===== src/rtl/write_back_pipe_if.sv =====
// Purpose : bundles the MEM/WB-side inputs and register-file-side outputs of write_back_pipe.
// Latency : n/a (signal bundle only).
// Backpr. : in_valid/in_ready upstream, w_valid/out_ready downstream.
// Ports   : master = upstream stage + register file side, slave = write_back_pipe.
interface write_back_pipe_if #(
  parameter int WORD      = 64,
  parameter int REG_ADDR  = 5,
  parameter int INST_SIZE = 32
);
  logic                 in_valid;
  logic                 in_ready;
  logic [WORD-1:0]      ALUOut;
  logic [WORD-1:0]      r_data;
  logic [WORD-1:0]      pc_incr;
  logic [WORD-1:0]      r_data2;
  logic [1:0]           MemtoReg;
  logic [1:0]           ld_size;
  logic                 ld_sign;
  logic                 RegWrite;
  logic [INST_SIZE-1:0] inst;
  logic                 out_ready;
  logic                 w_valid;
  logic                 w_en;
  logic [REG_ADDR-1:0]  w_addr;
  logic [WORD-1:0]      w_data;
  logic                 illegal_hw;

  modport master (
    output in_valid, ALUOut, r_data, pc_incr, r_data2, MemtoReg, ld_size, ld_sign,
           RegWrite, inst, out_ready,
    input  in_ready, w_valid, w_en, w_addr, w_data, illegal_hw
  );

  modport slave (
    input  in_valid, ALUOut, r_data, pc_incr, r_data2, MemtoReg, ld_size, ld_sign,
           RegWrite, inst, out_ready,
    output in_ready, w_valid, w_en, w_addr, w_data, illegal_hw
  );
endinterface


===== src/rtl/write_back_pipe.sv =====
// Purpose : LEGv8 write-back stage: source select, load extension, MOVZ/MOVN/MOVK, registered result.
// Latency : 1 cycle from acceptance to w_valid; 1 result per cycle while out_ready is high.
// Backpr. : while w_valid && !out_ready all outputs freeze and in_ready drops.
// Ports   : clk, rst (async, active-high); bus (slave modport) carries handshake, datapath
//           inputs, and the w_valid/w_en/w_addr/w_data/illegal_hw register-file outputs.
module write_back_pipe #(
  parameter int WORD      = 64,
  parameter int REG_ADDR  = 5,
  parameter int INST_SIZE = 32
) (
  input  logic              clk,
  input  logic              rst,
  write_back_pipe_if.slave  bus
);

  logic                w_valid_q, w_valid_d;
  logic                w_en_q, w_en_d;
  logic [REG_ADDR-1:0] w_addr_q, w_addr_d;
  logic [WORD-1:0]     w_data_q, w_data_d;
  logic                illegal_q, illegal_d;

  logic                in_ready;
  logic                accept;
  logic [1:0]          hw;
  logic [15:0]         imm16;
  logic [4:0]          rd;
  logic [5:0]          sh;
  logic                hw_ok;
  logic [WORD-1:0]     imm_sh;
  logic [WORD-1:0]     mask;
  logic                fwd;
  logic [WORD-1:0]     base;
  logic                is_mov;
  logic [WORD-1:0]     mov_val;
  logic [6:0]          ld_shamt;
  logic [WORD-1:0]     ld_tmp;
  logic [WORD-1:0]     ld_val;
  logic [WORD-1:0]     sel_val;
  logic                illegal;

  // in_ready looks only at registered state and out_ready, never at in_valid.
  assign in_ready = !w_valid_q || bus.out_ready;
  assign accept   = bus.in_valid && in_ready;

  always_comb begin
    hw     = bus.inst[22:21];
    imm16  = bus.inst[20:5];
    rd     = bus.inst[4:0];
    sh     = {hw, 4'b0000};
    hw_ok  = ({30'd0, hw} < WORD / 16);
    imm_sh = WORD'(imm16) << sh;
    mask   = WORD'(16'hFFFF) << sh;

    // MOVK merges into the result still sitting in this stage when it targets the
    // same register, because the register file has not seen that write yet.
    fwd  = w_valid_q && w_en_q && (w_addr_q == REG_ADDR'(rd));
    base = fwd ? w_data_q : bus.r_data2;

    is_mov  = 1'b0;
    mov_val = '0;
    casez (bus.inst[31:21])
      11'b110100101??: begin is_mov = 1'b1; mov_val = imm_sh;                   end
      11'b100100101??: begin is_mov = 1'b1; mov_val = ~imm_sh;                  end
      11'b111100101??: begin is_mov = 1'b1; mov_val = (base & ~mask) | imm_sh;  end
      default: ;
    endcase

    // Extension by shifting the item to the top and back down; a zero shift
    // (64-bit load, or 32-bit load on a 32-bit datapath) passes r_data through.
    case (bus.ld_size)
      2'd0:    ld_shamt = 7'(WORD - 8);
      2'd1:    ld_shamt = 7'(WORD - 16);
      2'd2:    ld_shamt = 7'(WORD - 32);
      default: ld_shamt = 7'd0;
    endcase
    ld_tmp = bus.r_data << ld_shamt;
    if (bus.ld_sign) ld_val = $unsigned($signed(ld_tmp) >>> ld_shamt);
    else             ld_val = ld_tmp >> ld_shamt;

    case (bus.MemtoReg)
      2'd0:    sel_val = bus.ALUOut;
      2'd1:    sel_val = ld_val;
      2'd2:    sel_val = bus.pc_incr;
      default: sel_val = '0;
    endcase

    illegal = is_mov && !hw_ok;

    w_valid_d = w_valid_q;
    w_en_d    = w_en_q;
    w_addr_d  = w_addr_q;
    w_data_d  = w_data_q;
    illegal_d = illegal_q;
    if (accept) begin
      w_valid_d = 1'b1;
      w_en_d    = bus.RegWrite && (rd != 5'd31) && !illegal;
      w_addr_d  = REG_ADDR'(rd);
      w_data_d  = illegal ? '0 : (is_mov ? mov_val : sel_val);
      illegal_d = illegal;
    end else if (bus.out_ready) begin
      w_valid_d = 1'b0;
    end
  end

  always_ff @(posedge clk or posedge rst) begin
    if (rst) begin
      w_valid_q <= 1'b0;
      w_en_q    <= 1'b0;
      w_addr_q  <= '0;
      w_data_q  <= '0;
      illegal_q <= 1'b0;
    end else begin
      w_valid_q <= w_valid_d;
      w_en_q    <= w_en_d;
      w_addr_q  <= w_addr_d;
      w_data_q  <= w_data_d;
      illegal_q <= illegal_d;
    end
  end

  assign bus.in_ready   = in_ready;
  assign bus.w_valid    = w_valid_q;
  assign bus.w_en       = w_en_q && w_valid_q;
  assign bus.w_addr     = w_addr_q;
  assign bus.w_data     = w_data_q;
  assign bus.illegal_hw = illegal_q && w_valid_q;

endmodule


===== src/flat_wrapper.sv =====
// flat-port wrapper written by rule: the top's interface ports become plain ports
module write_back_pipe_flat 
#(
  parameter int WORD      = 64,
  parameter int REG_ADDR  = 5,
  parameter int INST_SIZE = 32
)
  (clk, rst, bus_in_valid, bus_ALUOut, bus_r_data, bus_pc_incr, bus_r_data2, bus_MemtoReg, bus_ld_size, bus_ld_sign, bus_RegWrite, bus_inst, bus_out_ready, bus_in_ready, bus_w_valid, bus_w_en, bus_w_addr, bus_w_data, bus_illegal_hw);
  write_back_pipe_if #(.WORD(WORD), .REG_ADDR(REG_ADDR), .INST_SIZE(INST_SIZE)) bus_i ();
  input  logic clk;
  input  logic rst;
  input wire logic [$bits(bus_i.in_valid)-1:0] bus_in_valid;
  input wire logic [$bits(bus_i.ALUOut)-1:0] bus_ALUOut;
  input wire logic [$bits(bus_i.r_data)-1:0] bus_r_data;
  input wire logic [$bits(bus_i.pc_incr)-1:0] bus_pc_incr;
  input wire logic [$bits(bus_i.r_data2)-1:0] bus_r_data2;
  input wire logic [$bits(bus_i.MemtoReg)-1:0] bus_MemtoReg;
  input wire logic [$bits(bus_i.ld_size)-1:0] bus_ld_size;
  input wire logic [$bits(bus_i.ld_sign)-1:0] bus_ld_sign;
  input wire logic [$bits(bus_i.RegWrite)-1:0] bus_RegWrite;
  input wire logic [$bits(bus_i.inst)-1:0] bus_inst;
  input wire logic [$bits(bus_i.out_ready)-1:0] bus_out_ready;
  output wire logic [$bits(bus_i.in_ready)-1:0] bus_in_ready;
  output wire logic [$bits(bus_i.w_valid)-1:0] bus_w_valid;
  output wire logic [$bits(bus_i.w_en)-1:0] bus_w_en;
  output wire logic [$bits(bus_i.w_addr)-1:0] bus_w_addr;
  output wire logic [$bits(bus_i.w_data)-1:0] bus_w_data;
  output wire logic [$bits(bus_i.illegal_hw)-1:0] bus_illegal_hw;
  assign bus_i.in_valid = bus_in_valid;
  assign bus_i.ALUOut = bus_ALUOut;
  assign bus_i.r_data = bus_r_data;
  assign bus_i.pc_incr = bus_pc_incr;
  assign bus_i.r_data2 = bus_r_data2;
  assign bus_i.MemtoReg = bus_MemtoReg;
  assign bus_i.ld_size = bus_ld_size;
  assign bus_i.ld_sign = bus_ld_sign;
  assign bus_i.RegWrite = bus_RegWrite;
  assign bus_i.inst = bus_inst;
  assign bus_i.out_ready = bus_out_ready;
  assign bus_in_ready = bus_i.in_ready;
  assign bus_w_valid = bus_i.w_valid;
  assign bus_w_en = bus_i.w_en;
  assign bus_w_addr = bus_i.w_addr;
  assign bus_w_data = bus_i.w_data;
  assign bus_illegal_hw = bus_i.illegal_hw;
  write_back_pipe #(.WORD(WORD), .REG_ADDR(REG_ADDR), .INST_SIZE(INST_SIZE)) u_core (.clk(clk), .rst(rst), .bus(bus_i));
endmodule

===== config.mk =====
export PLATFORM = sky130hd
export DESIGN_NAME = write_back_pipe_flat
export DESIGN_NICKNAME = d
export VERILOG_FILES = /design/src/rtl/write_back_pipe_if.sv /design/src/rtl/write_back_pipe.sv /design/src/flat_wrapper.sv
export SDC_FILE = /design/constraint.sdc
export NUM_CORES = 1
export LEC_CHECK = 0
export ABC_AREA = 1
export CAP_MARGIN = 30
export CORE_MARGIN = 2
export CORE_UTILIZATION = 44
export CTS_CLUSTER_SIZE = 14
export DETAILED_ROUTE_END_ITERATION = 8
export GPL_TIMING_DRIVEN = 1
export PLACE_DENSITY = 0.82
export SYNTH_ARGS = -nofsm -noshare
export SYNTH_HDL_FRONTEND = slang
export SYNTH_SLANG_ARGS = --single-unit

===== constraint.sdc =====
create_clock -name clk -period 2.9 [get_ports clk]
set_input_delay 0.435 -clock clk [delete_from_list [all_inputs] [get_ports clk]]
set_output_delay 0.435 -clock clk [all_outputs]
set_load 0.005 [all_outputs]

==> flow_summary.ini <==
[detailed_routing]
drc = 0
ant_nets = 0
routed_wl_um = 44900
dr.pass1.iters = 6
drtIter0Drc = 1382
routedWlPerCell_um = 20.4
avgViaCountPerCell = 5.57
vias = 12273

[placement]
placed_cell_area_um2 = 12800
io_buffers = 369
hpwl_um = 34800
place_inst = 2188
dp_slack_ns = 0.315
place.gp.congestion = 1.02

[clocking]
cts_resized = 0
path_clk_slew_ns = 0.07
cts_made_buffers = 9
cts_sinks = 71
cts-root-buf = clkbuf_16
hold_buffers = 0
cts_tree = yes
max-clock-path-buffers = 2
clk_latency_ns = 0.35
htreeDepth = 3
cts_setup_buffers = 0

[floorplanning]
die_y_um = 145
start_util = 0.450
die_w_um = 145
io_pins = 371
dieArea_um2 = 21100
num_rows = 51
core_area_um2 = 19500

[power_and_ir_drop]
leakage_nw = 6.28
powerDensity_nw_per_um2 = 347
design_power_total_mw = 4.54
peakVddDrop_v = 0.000306

[critical_path]
crit_family = buffers and inverters
path_cells = clkdlybuf4s50_1, buf_12, inv_2, nor2_2, nand2_1, nand3_2, nand2_2, inv_2, nand2_1, nand3_1, a21oi_1, a21oi_1
critical_path_class = in -> reg
cp.required_ns = 3.18
crit_path_top_delay_cell = clkdlybuf4s50_1
worst_path_largest_cell_delay_ns = 0.51
cp-end-kind = register
arrival_ns = 2.56
worstPathMaxFanout = 28
start_kind = primary input
crit_buf_inv = 4

[cells_and_area]
nNetsFinal = 2232
multi_input_area_um2 = 5580
final_cell_mix = nand2_1 (479), clkdlybuf4s50_1 (369), inv_1 (233)
drive_gt1_frac = 0.0511
area_growth_pct = 48.7
mostFrequentLayoutCell = nand2_1
fin_cells = 2204
fillers = 1846
design_area_um2 = 13100
regArea_um2 = 1780
antenna_cells = 0

[synth]
synth.area.top_cells = nand2_1 (20%), dfrtp_1 (20%), inv_1 (10%)
syn_inst = 1616
yosysSeqAreaShare = 0.202
synth_fp_nets = 1914
synth_largest_area_cell = nand2_1
synth_area_um2 = 8800
synth-seq-cells = 71
synth_cell_types = 31
syn_area_per_cell_um2 = 5.44
ys.warnings.count = 0
synth_top_area_share = 0.204

[timing]
maxSlewViolCount = 0
slew_headroom = 0.631
worstMarginPinSlew_ns = 0.554
rsz0062_at_grt = no
finalSetupTns_ns = 0
fmax_mhz = 438
finalCriticalPeriod_ns = 2.28
post-route-period-util = 0.787
timing.final.ws_setup_ns = 0.619
hold_viol = 0
fin_worst_skew_ns = 0.00627
setup_viol = 0

[global_routing]
grt_max_degree = 64
track_usage = 0.412
grt.overflow.total = 0
antenna_found_initial = 0
grt_pass1_vias = 11831
grt_first_pass_wirelength_um = 68100

[outcome]
status = finished clean

[min_path]
hold_path.class = in -> async

[run]
maxCapViolCount = 0
-- cells in the mapped netlist --
master	instances
o21bai_1	12
buf_1	10
o31ai_1	1
nor2_1	217
inv_1	235
dfrtp_1	71
o211ai_1	62
buf_6	9
o22a_1	1
a211oi_1	2
o21ai_0	48
nand2_2	4
or2_2	7
a22o_1	37
clkbuf_1	45
nand3b_1	1
nor3_1	2
nor2_2	8
buf_2	38
o22ai_1	2
nor2_4	5
a31oi_1	5
inv_2	13
conb_1	1
nand2_1	479
nand3_2	2
buf_4	2
a221oi_1	1
nand3_1	119
a21oi_1	128
nand4_1	49
-- layout make-up --
| class | instances | area share |
|---|---|---|
| Tap cell | 265 | 0.0254 |
| Timing Repair Buffer | 411 | 0.318 |
| Clock buffer | 9 | 0.0172 |
| Multi-Input combinational cell | 1193 | 0.427 |
| Inverter | 248 | 0.0713 |
| Clock inverter | 7 | 0.00555 |
| Sequential cell | 71 | 0.136 |
-- logic make-up (layout without fill, tap and decap cells) --
family / Yosys count / in the layout / synth area share
and+or+nand+nor: 893 / 893 / 0.424
DFF: 71 / 71 / 0.202
buffers and inverters: 352 / 675 / 0.164
AOI/OAI and AO/OA: 299 / 299 / 0.210
other: 1 / 1 / 0.000426
-- per-stage QoR --
| stage | util | hold slack (ns) |
|---|---|---|
| 4_1_cts | 0.670 | 0.435 |
| 3_3_place_gp | 0.654 | 0.486 |
| 3_5_place_dp | 0.654 | 0.516 |
| 5_1_grt | 0.670 | 0.459 |
| 6_report | 0.670 | 0.413 |
| 2_1_floorplan | - | 0.453 |
-- state kept, by name (all words and copies together), names as in the netlist --
name / flops
u_core.bus.w_data: 64
u_core.bus.w_addr: 5
u_core.bus.w_valid: 1
u_core.w_en_q: 1
-- where the power goes --
part / internal, mW / switching (mW) / total [mW]
clock network: 0.669 / 0.514 / 1.18
registers: 1.15 / 0.164 / 1.31
logic: 1.00 / 1.04 / 2.05
-- final timing paths --
check | end | slack (ns) | cells past startpoint | startpoint
hold reg to reg | u_core.w_en_q | 0.53 | 2 | u_core.w_en_q
hold / removal | u_core.bus.w_valid | 0.41 | 2 | rst
setup / recovery | u_core.bus.w_data[49] | 0.62 | 12 | bus_ld_size[0]
min in group clk | u_core.w_en_q | 0.53 | 2 | u_core.w_en_q
max in group asynchronous | u_core.bus.w_data[62] | 1.76 | 3 | rst
setup reg to reg | u_core.bus.w_data[30] | 0.98 | 12 | u_core.bus.w_valid
-- layer usage --
metal  track usage  up-vias  part of all wire
li1              -     5800                 -
met1         0.505     5564              0.38
met2         0.663      774              0.46
met3        0.0944      135             0.098
met4         0.247        0             0.067
met5             0        -                 0
No activity file was read; power rests on OpenSTA's default activity.
